`src/rtl/fp2fix_serial.sv`:
```
// fp2fix_serial: serial IEEE-754 single -> signed Q(WIDTH-FRAC).FRAC converter.
// The mantissa is aligned one bit per cycle. The result truncates toward zero and saturates.
// Ports: clk, rst (sync, active-high); in_valid/in_ready/a on the float side;
//        out_valid/out_ready/z/ovf on the fixed-point side.
module fp2fix_serial #(
   parameter int WIDTH = 16,
   parameter int FRAC  = 8
) (
   input  logic             clk,
   input  logic             rst,
   input  logic             in_valid,
   output logic             in_ready,
   input  logic [31:0]      a,
   output logic             out_valid,
   input  logic             out_ready,
   output logic [WIDTH-1:0] z,
   output logic             ovf
);

   localparam int MW = WIDTH + 24;

   // sh = (E-127) + FRAC - 23 folds into E + (FRAC-150)
   localparam logic signed [9:0] SH_OFF = 10'(FRAC - 150);
   localparam logic signed [9:0] SH_MAX = 10'(WIDTH);
   localparam logic signed [9:0] SH_MIN = -10'sd24;

   localparam logic [MW-1:0] POS_LIM = {{25{1'b0}}, {(WIDTH-1){1'b1}}};
   localparam logic [MW-1:0] NEG_LIM = POS_LIM + 1'b1;

   typedef enum logic [1:0] {
      S_IDLE,
      S_SHIFT,
      S_PACK,
      S_DONE
   } state_t;

   state_t          r_state;
   logic [MW-1:0]   r_mag;
   logic [5:0]      r_cnt;
   logic            r_left;
   logic            r_sign;
   logic            r_nan;

   logic [7:0]        w_exp;
   logic [22:0]       w_man;
   logic signed [9:0] w_sh;
   logic [5:0]        w_cnt;
   logic [MW-1:0]     w_m;

   assign w_exp = a[30:23];
   assign w_man = a[22:0];
   assign w_sh  = $signed({2'b00, w_exp}) + SH_OFF;
   assign w_cnt = w_sh[9] ? 6'(10'sd0 - w_sh) : 6'(w_sh);
   assign w_m   = {{WIDTH{1'b0}}, 1'b1, w_man};

   always_ff @(posedge clk) begin
      if (rst) begin
         r_state   <= S_IDLE;
         in_ready  <= 1'b1;
         out_valid <= 1'b0;
         z         <= '0;
         ovf       <= 1'b0;
         r_mag     <= '0;
         r_cnt     <= '0;
         r_left    <= 1'b0;
         r_sign    <= 1'b0;
         r_nan     <= 1'b0;
      end else begin
         unique case (r_state)
            S_IDLE: begin
               if (in_valid && in_ready) begin
                  in_ready <= 1'b0;
                  r_sign   <= a[31];
                  r_nan    <= 1'b0;
                  r_left   <= ~w_sh[9];
                  r_cnt    <= w_cnt;
                  r_state  <= S_PACK;
                  // An all-ones magnitude makes PACK saturate by sign.
                  if (w_exp == 8'd0) begin
                     r_mag <= '0;
                  end else if (w_exp == 8'hFF) begin
                     r_mag <= '1;
                     r_nan <= (w_man != 23'd0);
                  end else if (w_sh > SH_MAX) begin
                     r_mag <= '1;
                  end else if (w_sh < SH_MIN) begin
                     r_mag <= '0;
                  end else begin
                     r_mag <= w_m;
                     if (w_sh != 10'sd0) r_state <= S_SHIFT;
                  end
               end
            end
            S_SHIFT: begin
               r_mag <= r_left ? (r_mag << 1) : (r_mag >> 1);
               r_cnt <= r_cnt - 6'd1;
               if (r_cnt == 6'd1) r_state <= S_PACK;
            end
            S_PACK: begin
               if (r_nan) begin
                  z   <= '0;
                  ovf <= 1'b1;
               end else if (!r_sign) begin
                  if (r_mag > POS_LIM) begin
                     z   <= {1'b0, {(WIDTH-1){1'b1}}};
                     ovf <= 1'b1;
                  end else begin
                     z   <= r_mag[WIDTH-1:0];
                     ovf <= 1'b0;
                  end
               end else begin
                  if (r_mag > NEG_LIM) begin
                     z   <= {1'b1, {(WIDTH-1){1'b0}}};
                     ovf <= 1'b1;
                  end else begin
                     // A zero magnitude negates to 0, so no negative zero appears.
                     z   <= WIDTH'(0) - r_mag[WIDTH-1:0];
                     ovf <= 1'b0;
                  end
               end
               out_valid <= 1'b1;
               r_state   <= S_DONE;
            end
            S_DONE: begin
               if (out_ready) begin
                  out_valid <= 1'b0;
                  in_ready  <= 1'b1;
                  r_state   <= S_IDLE;
               end
            end
            default: r_state <= S_IDLE;
         endcase
      end
   end

endmodule

```
`config.mk`:
```
export PLATFORM = sky130hd
export DESIGN_NAME = fp2fix_serial
export DESIGN_NICKNAME = d
export VERILOG_FILES = /design/src/rtl/fp2fix_serial.sv
export SDC_FILE = /design/constraint.sdc
export NUM_CORES = 1
export LEC_CHECK = 0
export CORE_MARGIN = 1.5
export CORE_UTILIZATION = 25
export DETAILED_ROUTE_END_ITERATION = 7
export PLACE_DENSITY = 0.47
export REMOVE_ABC_BUFFERS = 1
export SLEW_MARGIN = 0
export SYNTH_ARGS = -nofsm -noshare
export SYNTH_HDL_FRONTEND = slang
export SYNTH_SLANG_ARGS = --single-unit
```
`constraint.sdc`:
```
create_clock -name clk -period 6.1 [get_ports clk]
set_input_delay 1.22 -clock clk [delete_from_list [all_inputs] [get_ports clk]]
set_output_delay 1.22 -clock clk [all_outputs]
set_load 0.05 [all_outputs]
```
# ---- Yosys cells after proc, flatten, opt, wreduce, memory -nomap -nowiden
# Index checks and enable logic that the tools add are counted.
dict set report word_totals {
  mem_count 0
  latchBits 0
  ramBits 0
  rom_bits 0
  reg_bits 70
  input_bits 36
  word_cells 74
}
dict set report op_classes {
  div 0
  n_addsub 4
  n_shift 0
  n_bitwise 1
  n_eq_ne 8
  mux 34
  reduce_logical 13
  mul 0
  magnitude_cmp 4
}
# op count
set op_table {}
lappend op_table {{40-bit two-way mux} 5}
lappend op_table {{40-bit case mux with 2 select lines} 1}
lappend op_table {{16-bit two-way mux} 4}
lappend op_table {{40-bit by 15-bit > comparator with 1-bit output (second input constant)} 1}
lappend op_table {{40-bit by 16-bit > comparator with 1-bit output (second input constant)} 1}
lappend op_table {{24-bit two-way mux} 1}
lappend op_table {{23-bit nonzero test} 1}
lappend op_table {{2-bit two-way mux} 8}
lappend op_table {{1-bit by 16-bit subtractor with 16-bit output (first input constant)} 1}
lappend op_table {{6-bit two-way mux} 2}
lappend op_table {{6-bit case mux with 2 select lines} 1}
lappend op_table {{9-bit by 9-bit adder with 10-bit output (second input constant)} 1}
lappend op_table {{10-bit by 6-bit > comparator with 1-bit output (second input constant)} 1}
lappend op_table {{10-bit by 6-bit < comparator with 1-bit output (second input constant)} 1}
lappend op_table {{10-bit nonzero test} 1}
lappend op_table {{1-bit two-way mux} 9}
lappend op_table {{8-bit == test (second input constant)} 1}
lappend op_table {{8-bit logical NOT} 1}
lappend op_table {{2-bit case mux with 4 select lines} 1}
lappend op_table {{6-bit by 1-bit == test with 1-bit output (second input constant)} 1}
lappend op_table {{2-bit inequality test (second input constant)} 3}
lappend op_table {{2-bit AND reduction} 3}
lappend op_table {{3-bit AND reduction} 2}
lappend op_table {{2-bit nonzero test} 3}
lappend op_table {{other kinds (8)} 10}

# ---- Logic depth before layout (Yosys ltp)
dict set report logic_depth {
  ltp_word 9
  depth_mapped 10
  depth_no_buf 8
}

# ---- Worst setup path after synthesis
# No wires, ideal clock.
dict set report synth_timing {
  kind {input to register}
  from {input a[24]}
  to {register r_mag[34]}
  arrival_ns 2.858
  n_path_buf 3
  t_required_ns 5.960
  cell_stages 10
  setup_slack_ns 3.102
  path_cell_list {ha_1 buf_6 nand2_4 or4_4 a31oi_2 o21ai_1 a31oi_4 buf_6 buf_12 a211oi_2}
}
dict set report synth_between {
  elab_chain_len 7
  elab_cells_between_ends 9
  cone_classes {add/sub (1); order compare (1); eq/ne (1); mux (5); reduce/logical (1)}
}
# item line
set synth_lines {}
lappend synth_lines {{start: declaration} 13} ;# input logic [31:0] a,
lappend synth_lines {{9-bit by 9-bit adder with 10-bit output} 52} ;# assign w_sh = $signed({2'b00, w_exp}) + SH_OFF;
lappend synth_lines {{10-bit by 6-bit > comparator with 1-bit output} 84} ;# end else if (w_sh > SH_MAX) begin
lappend synth_lines {{40-bit two-way mux} 84}
lappend synth_lines {{40-bit two-way mux} 81} ;# end else if (w_exp == 8'hFF) begin
lappend synth_lines {{40-bit two-way mux (*)} 79} ;# if (w_exp == 8'd0) begin
lappend synth_lines {{40-bit two-way mux (*)} 71} ;# if (in_valid && in_ready) begin
lappend synth_lines {{40-bit case mux with 2 select lines (*)} 69} ;# unique case (r_state)
lappend synth_lines {{end signal: assignment} 89} ;# r_mag <= w_m;
lappend synth_lines {{end signal: assignment} 95} ;# r_mag <= r_left ? (r_mag << 1) : (r_mag >> 1);
lappend synth_lines {{end: declaration} 38} ;# logic [MW-1:0] r_mag;
# Every way passes the cells marked *; elsewhere a longest branch is shown, timed or not. The select of a mux whose other input is x is not followed.
# A chain may end at the register's enable or synchronous reset.

# ---- Final worst setup path
dict set report layout_timing {
  from {input a[24]}
  to {register r_mag[13]}
}
dict set report layout_between {
  elab_chain_len 8
  elab_cells_between_ends 11
  cone_classes {add/sub (1); order compare (2); eq/ne (1); mux (6); reduce/logical (1)}
}
# item line
set layout_lines {}
lappend layout_lines {{9-bit by 9-bit adder with 10-bit output} 52}
lappend layout_lines {{10-bit by 6-bit < comparator with 1-bit output} 86} ;# end else if (w_sh < SH_MIN) begin
lappend layout_lines {{24-bit two-way mux} 86}
lappend layout_lines {{40-bit two-way mux} 84}
lappend layout_lines {{40-bit two-way mux} 81}
lappend layout_lines {{40-bit two-way mux (*)} 79}
lappend layout_lines {{40-bit two-way mux (*)} 71}
lappend layout_lines {{40-bit case mux with 2 select lines (*)} 69}
# Marked as above.

==> out/metrics.yaml <==
ios: 55
cts.sinks: 70
vias: 4086
rr_endpoint: "r_cnt[3]$_SDFFE_PP0P_"
cp_max_fo: 24
drtIter0Drc: 195
arrival_ns: 4.33
worstPathRequired_ns: 6.28
critPathLaunch: "a[24]"
final_hold_viol_count: 0
synthAdderAreaFrac: 0.0329
routed_wl_um: 12400
fill_cells: 1895
gp_congestion: 0.844
setup_slack_ns: 1.95
finalSetupViolCount: 0
netlist_area_sq_um: 4560
cts.hold.buffers_added: 0
clkLatencyLatePin_ns: 0.34
ys_ff_latch: 70
dieArea_sq_um: 19100
synth.most_common_cell: "nand2_1"
synthTopCellsByCount: "nand2_1 (95), dfxtp_1 (70), nor2_1 (65), mux2_2 (37), o21ai_0 (27)"
cts_made_buffers: 9
tightest_slew_ns: 0.925
grt_pass1_vias: 4005
seq_power_share: 0.323
reg2reg_depth: 10
yosysSeqAreaShare: 0.307
grt_max_degree: 59
dr_wl_met2_um: 5940
crit_end: "r_mag[13]$_SDFFE_PP0P_"
switching_share: 0.432
die_width_um: 138
cp-end-kind: "flop"
antenna_cells: 0
synth-edff-count: 0
yosysTopAreaCell: "dfxtp_1"
drive_above_1_share: 0.139
power_leakage_nw: 1.84
cts_tree: "yes"
synth_xor_area_frac: 0.0346
synth_top_area_frac: 0.307
cts_buffer_depth: 2
portBuffers: 54
synthMuxAreaShare: 0.0979
synth_area_leaders: "dfxtp_1 (31%), mux2_2 (9.1%), nand2_1 (7.8%)"
min_path_cells: 2
ys_types: 63
nNetsFinal: 636
hpwl_um: 8560
initial_core_util: 0.255
root_buffer: "clkbuf_16"
ys_warn_count: 0
row_count: 49
start_kind: "input port"
hold_path.class: "reg2reg"
avgSynthCellArea_sq_um: 8.07
coreArea_sq_um: 17900
place_ws_ns: 1.58
fmax_mhz: 241
final_util: 0.304
finalClockSkew_ns: 0.00485
postCtsSetupRepairBufs: 0
maxCapViolCount: 0
p_sw_mw: 1.11
synthSimpleGateAreaFrac: 0.226
synth_compound_area_frac: 0.230
grtUsageTotal: 0.130
cts_resized: 0
wl_met1_um: 5820
p_comb_frac: 0.478
reg2reg_from: "r_state[1]$_SDFFE_PP0P_"
grt-ovfl-total: 0
grt_antenna_before_repair: 0
viasPerCell: 4.99
slew_headroom: 0.381
status: "finished, final reports clean"
fin_crit_ns: 4.15
tns_ns: 0
drc_errors: 0
syn_to_final_growth_pct: 19.2
top_layer: "met4"
first_pass_iters: 5
path_clk_slew_ns: 0.06
synthCells: 565
p_per_area_nw_per_um2: 472
wl_met3_um: 383
ant_nets: 0
reg2reg_slack_ns: 3.24
wl_per_cell_um: 15.1
htree_levels: 3
timing.final.crit_share: 0.680
synth_ff_type: "dfxtp_1"
vdd_drop_max_mv: 0.206
crit_type: "in2reg"
synth-async-reset-ratio: 0
internal_power_mw: 1.46
pwr-share-clk: 0.199
synth_top_family_by_area: "compound AO/OA/AOI/OAI gates"
grt_setup_unrepaired: "false"
dieHeight_um: 138
grt_first_pass_wirelength_um: 20400
slew_violations: 0
[cell families (layout without fill, tap and decap cells)]
kind of cell / count (synthesis) / count (layout)
xor gates and xnor gates: 18 / 18
and+or+nand+nor: 226 / 226
AOI/OAI and AO/OA: 136 / 136
buffers and inverters: 63 / 88
adders and majority gates: 12 / 12
DFF: 70 / 70
muxes: 40 / 40
[power by group through the flow]
stage | clock [mW] | sequential, mW | combinational [mW]
global route | 0.545 | 0.862 | 1.36
detailed placement | 0 | 0.837 | 1.23
global placement | 0 | 0.830 | 1.21
finish | 0.511 | 0.828 | 1.23
floorplan | 0 | 0.940 | 0.780
CTS | 0.528 | 0.828 | 1.23
[routing by layer]
layer / vias up / track usage
met5: - / 0
met4: 0 / 0.0526
met3: 17 / 0.0236
met2: 71 / 0.220
met1: 1916 / 0.164
li1: 2082 / -
[worst min path at each step]
stage                                 from                      to  slack (ns)
finish                   z[3]$_SDFFE_PP0P_       z[3]$_SDFFE_PP0P_        0.45
global route             z[3]$_SDFFE_PP0P_       z[3]$_SDFFE_PP0P_        0.48
CTS                     z[11]$_SDFFE_PP0P_      z[11]$_SDFFE_PP0P_        0.46
detailed placement      z[11]$_SDFFE_PP0P_      z[11]$_SDFFE_PP0P_        0.45
global placement         z[3]$_SDFFE_PP0P_       z[3]$_SDFFE_PP0P_        0.44
floorplan           r_mag[23]$_SDFFE_PP0P_  r_mag[23]$_SDFFE_PP0P_        0.45
[area by class of cell]
cell class / instances / area, sq um / area share
tap: 229 / 287 / 0.0527
sequential: 70 / 1400 / 0.258
clock buffer: 11 / 243 / 0.0446
timing repair buffer: 59 / 573 / 0.105
inverter: 16 / 60.1 / 0.0110
clock inverter: 2 / 35.0 / 0.00644
multi-input combinational: 432 / 2840 / 0.522
[layout by cell type (no fill, tap or decap), drive strengths merged, types with 3 or more instances in the layout]
cell type | netlist | final
a211oi | 22 | 22
a21oi | 22 | 22
a311oi | 24 | 24
a31oi | 7 | 7
buf | 21 | 6
clkbuf | 26 | 11
clkdlybuf4s50 | 0 | 53
dfxtp | 70 | 70
ha | 12 | 12
inv | 16 | 16
mux2 | 37 | 37
mux2i | 3 | 3
nand2 | 96 | 96
nand2b | 4 | 4
nand3 | 9 | 9
nand3b | 4 | 4
nand4 | 6 | 6
nor2 | 65 | 65
nor2b | 4 | 4
nor3 | 9 | 9
nor3b | 3 | 3
nor4 | 17 | 17
o21ai | 30 | 30
o22ai | 11 | 11
xnor2 | 10 | 10
xor2 | 8 | 8
[critical path, stage by stage]
cell             delay (ns)
clkdlybuf4s50_1        0.63
ha_1                   0.42
nand2_4                0.08
or4_4                  0.53
a31oi_2                0.17
o21ai_1                0.14
a31oi_4                0.55
buf_4                  0.43
a311oi_1               0.15
[state kept, by name (all words and copies together) (netlist names), 2 cells and up]
name / cells
r_mag: 40
z: 16
r_cnt: 6
r_state: 2
[per-stage QoR]
step / instance area [sq um] / total power, mW / std cells / hold slack, ns
after global placement: 5160 / 2.04 / 806 / 0.438
after CTS: 5440 / 2.59 / 819 / 0.459
after detailed placement: 5160 / 2.07 / 806 / 0.446
final: 5440 / 2.56 / 819 / 0.449
after floorplan: 4300 / 1.72 / 518 / 0.450
after global routing: 5440 / 2.76 / 819 / 0.478
Power figures use the tool's default switching activity.
